==> src/rtl/timer_counter_pkg.sv <==
// Shared definitions for the memory-mapped countdown timer: register offsets,
// CTRL bit positions, mode codes and FSM state encoding.
package timer_counter_pkg;

  localparam logic [1:0] TC_CTRL   = 2'd0;
  localparam logic [1:0] TC_PRESET = 2'd1;
  localparam logic [1:0] TC_COUNT  = 2'd2;

  localparam int TC_EN      = 0;
  localparam int TC_MODE_LO = 1;
  localparam int TC_MODE_HI = 2;
  localparam int TC_IM      = 3;
  localparam int TC_CTRL_W  = 4;

  localparam logic [1:0] TC_MODE_ONESHOT = 2'b00;
  localparam logic [1:0] TC_MODE_RELOAD  = 2'b01;

  typedef enum logic [1:0] {
    TC_IDLE = 2'd0,
    TC_LOAD = 2'd1,
    TC_CNT  = 2'd2,
    TC_INT  = 2'd3
  } tc_state_e;

endpackage

==> src/rtl/timer_counter.sv <==
// Countdown timer on the CPU data bus: CTRL/PRESET/COUNT registers with
// byte-enabled stores, combinational reads and a one-shot/auto-reload FSM.
module timer_counter
  import timer_counter_pkg::*;
#(
  parameter logic [31:0] BASE = 32'h0000_7F00
) (
  input  logic        clk,
  input  logic        reset,
  input  logic [31:0] addr,
  input  logic [3:0]  byteen,
  input  logic [31:0] wdata,
  output logic [31:0] rdata,
  output logic        irq
);

  tc_state_e               state_q;
  logic [TC_CTRL_W-1:0]    ctrl_q;
  logic [31:0]             preset_q;
  logic [31:0]             count_q;
  logic                    irq_flag_q;

  logic                    hit;
  logic [1:0]              sel;
  logic                    wr_ctrl, wr_preset;
  logic [TC_CTRL_W-1:0]    ctrl_wr_d;
  logic [31:0]             preset_wr_d;
  logic                    unused_addr;

  function automatic logic [31:0] byte_merge(input logic [31:0] old,
                                             input logic [31:0] wd,
                                             input logic [3:0]  be);
    logic [31:0] r;
    r = old;
    for (int i = 0; i < 4; i++)
      if (be[i]) r[8*i +: 8] = wd[8*i +: 8];
    return r;
  endfunction

  assign hit         = (addr[31:4] == BASE[31:4]);
  assign sel         = addr[3:2];
  assign unused_addr = ^addr[1:0];

  assign wr_ctrl   = hit && (byteen != 4'd0) && (sel == TC_CTRL);
  assign wr_preset = hit && (byteen != 4'd0) && (sel == TC_PRESET);

  // Only the low nibble of CTRL is stored, so only byte lane 0 matters.
  assign ctrl_wr_d   = byteen[0] ? wdata[TC_CTRL_W-1:0] : ctrl_q;
  assign preset_wr_d = byte_merge(preset_q, wdata, byteen);

  always_comb begin
    rdata = 32'd0;
    if (hit) begin
      case (sel)
        TC_CTRL:   rdata = {{(32-TC_CTRL_W){1'b0}}, ctrl_q};
        TC_PRESET: rdata = preset_q;
        TC_COUNT:  rdata = count_q;
        default:   rdata = 32'd0;
      endcase
    end
  end

  assign irq = irq_flag_q & ctrl_q[TC_IM];

  // Bus writes are applied after the FSM so they win on a shared edge.
  always_ff @(posedge clk or negedge reset) begin
    if (!reset) begin
      state_q    <= TC_IDLE;
      ctrl_q     <= '0;
      preset_q   <= 32'd0;
      count_q    <= 32'd0;
      irq_flag_q <= 1'b0;
    end else begin
      case (state_q)
        TC_IDLE: begin
          if (ctrl_q[TC_EN]) begin
            irq_flag_q <= 1'b0;
            state_q    <= TC_LOAD;
          end
        end
        TC_LOAD: begin
          count_q <= preset_q;
          state_q <= TC_CNT;
        end
        TC_CNT: begin
          if (!ctrl_q[TC_EN]) begin
            state_q <= TC_IDLE;
          end else if (count_q > 32'd1) begin
            count_q <= count_q - 32'd1;
          end else begin
            count_q    <= 32'd0;
            irq_flag_q <= 1'b1;
            state_q    <= TC_INT;
          end
        end
        TC_INT: begin
          state_q <= TC_IDLE;
          if (ctrl_q[TC_MODE_HI:TC_MODE_LO] == TC_MODE_RELOAD)
            irq_flag_q <= 1'b0;
          else
            ctrl_q[TC_EN] <= 1'b0;
        end
        default: state_q <= TC_IDLE;
      endcase

      if (wr_ctrl) begin
        ctrl_q     <= ctrl_wr_d;
        irq_flag_q <= 1'b0;
      end
      if (wr_preset) preset_q <= preset_wr_d;
    end
  end

endmodule
==> config.mk <==
export PLATFORM = sky130hd
export DESIGN_NAME = timer_counter
export DESIGN_NICKNAME = d
export VERILOG_FILES = /design/src/rtl/timer_counter_pkg.sv /design/src/rtl/timer_counter.sv
export SDC_FILE = /design/constraint.sdc
export NUM_CORES = 1
export LEC_CHECK = 0
export CAP_MARGIN = 10
export CELL_PAD_IN_SITES_DETAIL_PLACEMENT = 1
export CELL_PAD_IN_SITES_GLOBAL_PLACEMENT = 1
export CORE_ASPECT_RATIO = 0.5
export CORE_MARGIN = 2
export CORE_UTILIZATION = 25
export CTS_BUF_LIST = sky130_fd_sc_hd__clkbuf_4 sky130_fd_sc_hd__clkbuf_8
export DETAILED_ROUTE_END_ITERATION = 10
export GPL_TIMING_DRIVEN = 0
export PLACE_DENSITY = 0.68
export SYNTH_ARGS = -nofsm -noshare
export SYNTH_HDL_FRONTEND = slang
export SYNTH_SLANG_ARGS = --single-unit
==> constraint.sdc <==
create_clock -name clk -period 3.85 [get_ports clk]
set_input_delay 0.77 -clock clk [delete_from_list [all_inputs] [get_ports clk]]
set_output_delay 0.77 -clock clk [all_outputs]
set_load 0.01 [all_outputs]
Yosys cells after proc, flatten, opt, wreduce, memory -nomap -nowiden
Index checks and enable logic that the tools add are counted.
- register bits after elaboration: 71
- output and inout port bits: 33
- input bits: 70
- logic and storage cells: 65
- bitwise operators: 1
- magnitude comparators: 1
- $add $sub $neg: 1
- multiplexer cells: 19
- reduce and logical (&&, ||, !) cells: 18
- equality and inequality tests: 16
- operators by type and width (operator ; number):
    $mux 32 ; 3
    $pmux 32 s3 ; 1
    $pmux 32 s2 ; 1
    $gt 32x1->1 const B ; 1
    $sub 32x1->32 const B ; 1
    $eq 28x11->1 const B ; 1
    $ne 3x3->1 const B ; 5
    $reduce_and 2->1 ; 7
    $mux 1 ; 9
    $ne 2x2->1 const B ; 4
    $pmux 2 s4 ; 1
    $reduce_bool 4->1 ; 2
    $eq 2x1->1 const B ; 3
    $eq 2x2->1 const B ; 3
    $mux 2 ; 3
    $reduce_and 5->1 ; 1
    $logic_not 2->1 ; 2
    $reduce_bool 2->1 ; 2
    $logic_and 1x1->1 ; 3
    $pmux 1 s3 ; 1
    $reduce_and 3->1 ; 1
    $and 1x1->1 ; 1

Longest topological paths before layout
- depth after elaboration: 5
- depth in mapped cells: 10
- mapped depth without buffers: 7

Least setup slack after synthesis
OpenSTA, ideal clock, no wires.
- kind: in2out
- start point: input addr[2]
- end point: output rdata[11]
- buffers on the path: 3
- data required time: 3.080 ns
- setup slack: 0.833 ns
- cell stages on the path: 6
- arrival time: 2.247 ns
- cells stage by stage: clkbuf_1 > nor2b_1 > clkbuf_1 > clkbuf_1 > a22oi_1 > nor2_1
- word-level cells in the longest chain between the ends: 3
- elaborated cells between the ends (all ways): 5
- those cells by class: 2 x eq/ne; 2 x mux; 1 x reduce/logical
- RTL lines (what ; line ; text):
    from (decl) ; timer_counter.sv:10 ; input logic [31:0] addr,
    $eq 2x2->1 (tied with other cells) ; timer_counter.sv:54 ; case (sel)
    $pmux 32 s3 * ; timer_counter.sv:54 ;
    $mux 32 * ; timer_counter.sv:53 ; if (hit) begin
    to (decl) ; timer_counter.sv:13 ; output logic [31:0] rdata,
Every way passes the cells marked *; elsewhere a longest branch is shown, timed or not.

Worst setup path after layout
- start point: input addr[23]
- end point: output rdata[1]
- word-level cells in the longest chain between the ends: 2
- RTL lines (what ; line ; text):
    $eq 28x11->1 ; timer_counter.sv:40 ; assign hit = (addr[31:4] == BASE[31:4]);
    $mux 32 ; timer_counter.sv:53 ;
No other way between the ends.

==> results.sh <==
export IMPL_grt_use_met1_pct=24.6
export IMPL_numCtsBuffers=9
export IMPL_die_y_um=97.9
export IMPL_static_leakage_power_nw=2.67
export IMPL_fin_nets=645
export IMPL_cts_tree="built"
export IMPL_cp_slowest_cell="or3_4"
export IMPL_grt_overflow_total=0
export IMPL_antenna_left=0
export IMPL_htreeDepth=3
export IMPL_dr_pass1_iters=5
export IMPL_worst_setup_path_end_kind="output pin"
export IMPL_cp_cell_sequence="clkdlybuf4s50_1 -> nor4b_1 -> nand4_1 -> or3_4 -> buf_4 -> clkbuf_4 -> nor2_2 -> dlygate4sd2_1"
export IMPL_drt_iter0_drc=280
export IMPL_worstSetupStartpointType="primary input"
export IMPL_drive_gt1_share_pct=15.5
export IMPL_clk_latency_ns=0.37
export IMPL_routedWlPerCell_um=19.6
export IMPL_crit_arrival_ns=2.94
export IMPL_grt_pass1_vias=4580
export IMPL_fin_skew_ns=0.0104
export IMPL_grtUsageMet2_pct=27.3
export IMPL_busiest_layer="met2"
export IMPL_syn_inst=459
export IMPL_vias=4310
export IMPL_hp_class="primary input to asynchronous set/reset pin"
export IMPL_ys_seq_area_share_pct=40.3
export IMPL_syn_area_um2=4410
export IMPL_max_slew_margin_pct=23.0
export IMPL_crit_type="primary input to output pin"
export IMPL_cpLargestDelayFamily="buffers and inverters"
export IMPL_pre_cts_ws_ns=-0.397
export IMPL_yosysWarnings=0
export IMPL_finalCritPeriodShare_pct=96.2
export IMPL_path_buf_inv=4
export IMPL_routabilityCongestion=0.853
export IMPL_core_area_um2=17300
export IMPL_vias_per_cell=5.33
export IMPL_drv_slew=0
export IMPL_antennaDiodeCount=0
export IMPL_period_needed_ns=3.71
export IMPL_synth_edf_count=0
export IMPL_remaining_drc_errors=0
export IMPL_whs_ns=0.294
export IMPL_grt_total_usage_pct=17.4
export IMPL_peakVddDrop_uv=192
export IMPL_initial_core_util_pct=25.5
export IMPL_clock_path_buffers=2
export IMPL_cp_max_fo=10
export IMPL_gr_usage_met3_pct=3.31
export IMPL_drv_cap=0
export IMPL_drt_total_wl_mm=15.9
export IMPL_hold_viol=0
export IMPL_outcome="finished, final reports clean"
export IMPL_row_count=34
export IMPL_worst_pin_slew_ns=1.15
export IMPL_setup_ws_ns=0.145
export IMPL_cts_sinks=71
export IMPL_io_buffers=98
export IMPL_p_per_area_nw_per_um2=270
export IMPL_fmax_mhz=270
export IMPL_power_mw=1.61
export IMPL_dp_hpwl_mm=11.8
export IMPL_die_w_um=192
export IMPL_ys_ff_latch=71
export IMPL_cts_root_buffer="clkbuf_8"
export IMPL_grt_setup_unrepaired="false"
export IMPL_fin_setup_tns_ns=0
export IMPL_clk_pin_slew_ns=0.08
export IMPL_yosys_most_used_dff="dfrtp_1"
export IMPL_area_growth_pct=35.3
export IMPL_critPathRequiredTime_ns=3.08
export IMPL_grt_pass1_wl_mm=25.5
export IMPL_post_cts_buffers=0
export IMPL_critPathMaxStageDelay_ns=0.43
export IMPL_synthArstFlopShare_pct=100
export IMPL_avgSynthCellArea_um2=9.61
export IMPL_dieArea_um2=18800
export IMPL_synth_cell_type_count=60
export IMPL_setup_violations=0
export IMPL_antenna_found_initial=0
export IMPL_syn_nets=535
export IMPL_pin_count=103
export IMPL_grt_start_max_net_pins=52
[through the flow]
step | cells | area [um^2] | util, %
3_3_place_gp | 791 | 5690 | 32.8
6_report | 808 | 5970 | 34.5
4_1_cts | 808 | 5960 | 34.4
5_1_grt | 808 | 5970 | 34.5
3_5_place_dp | 792 | 5710 | 33.0
2_1_floorplan | 459 | 4410 | -
[synth_stat cells (3+ instances only)]
cell type / instances / area, um^2
dfrtp_1: 71 / 1780
nor2_1: 50 / 188
a22oi_1: 39 / 293
mux2_2: 35 / 394
clkbuf_1: 23 / 86.3
nand2_1: 21 / 78.8
nand3_1: 19 / 95.1
a21oi_1: 18 / 90.1
or4_1: 13 / 97.6
inv_1: 12 / 45.0
nor3_1: 11 / 55.1
o21ai_0: 11 / 55.1
or3_1: 10 / 62.6
nor4_1: 9 / 56.3
a31oi_1: 8 / 50.1
o211ai_1: 8 / 60.1
ha_1: 6 / 75.1
nand4_1: 6 / 37.5
o311ai_0: 6 / 52.6
a22o_1: 5 / 43.8
buf_2: 5 / 25.0
mux2i_1: 5 / 50.1
and2_1: 4 / 25.0
nor2b_1: 4 / 25.0
nor4b_1: 4 / 35.0
o31ai_1: 4 / 30.0
a211o_1: 3 / 26.3
nand2b_1: 3 / 18.8
nor3b_4: 3 / 56.3
o41ai_1: 3 / 26.3
or4_4: 3 / 33.8
[cells by family (layout without fill, tap and decap cells)]
kind of cell,Yosys count,in the layout,synth area share [%]
multiplexers,40,40,10.1
flip-flops,71,71,40.3
buffers and inverters,44,159,4.48
adder cells (fa/ha/maj),6,6,1.70
AO/OA/AOI/OAI,123,123,20.4
AND/OR/NAND/NOR,175,175,23.1
[final timing paths]
check,endpoint,slack [ns],cells after the start,start
setup / recovery,rdata[1],0.14,8,addr[23]
hold / removal,count_q[3],0.29,1,reset
setup reg to reg,count_q[31],0.58,9,state_q[0]
hold reg to reg,preset_q[4],0.55,1,preset_q[4]
max in group asynchronous,preset_q[23],3.01,2,reset
min in group clk,preset_q[4],0.55,1,preset_q[4]
[sequential cells by signal, indices dropped and copies added, names as in the netlist]
signal	cells
irq_flag_q	1
preset_q	32
state_q	2
count_q	32
ctrl_q	4
[per-layer routing]
| metal | routed length (um) | part of all wire (%) | up-vias |
|---|---|---|---|
| li1 | - | - | 1998 |
| met1 | 7640 | 48 | 2201 |
| met2 | 7230 | 46 | 97 |
| met3 | 793 | 5.0 | 14 |
| met4 | 182 | 1.1 | 0 |
| met5 | 0 | 0 | - |
[power by group]
group          total (mW)  switching (mW)  leakage (nW)  internal (mW)
clock               0.753           0.308         0.122          0.446
sequential          0.745      0.00000194         0.987          0.745
combinational       0.114          0.0469          1.56         0.0673
total                1.61           0.355          2.67           1.26
[cells in the final DEF, fill, tap and decap left out, types with 12 or more instances in the layout]
master / synthesis / final
dfrtp_1: 71 / 71
clkdlybuf4s50_1: 0 / 67
nor2_1: 50 / 47
a22oi_1: 39 / 39
mux2_2: 35 / 35
dlygate4sd2_1: 0 / 29
nand2_1: 21 / 21
nand3_1: 19 / 19
a21oi_1: 18 / 18
clkbuf_1: 23 / 17
or4_1: 13 / 13
inv_1: 12 / 12
[timing repair]
item,4_1_cts,5_1_grt
hold buffers,0,0
pin swaps,0,0
resized for setup,46,2
setup endpoints to repair,30,18
hold endpoints to repair,0,0
[cell type report]
| type | count | area (um^2) |
|---|---|---|
| multi-input cells | 344 | 2460 |
| repair buffers | 99 | 970 |
| plain buffers | 32 | 176 |
| well taps | 234 | 293 |
| clock buffers | 10 | 138 |
| fillers | 2011 | 11300 |
| inverters | 12 | 45.0 |
| clock inverters | 6 | 108 |
| flip-flops and latches | 71 | 1780 |
Power figures use the tool's default switching activity.
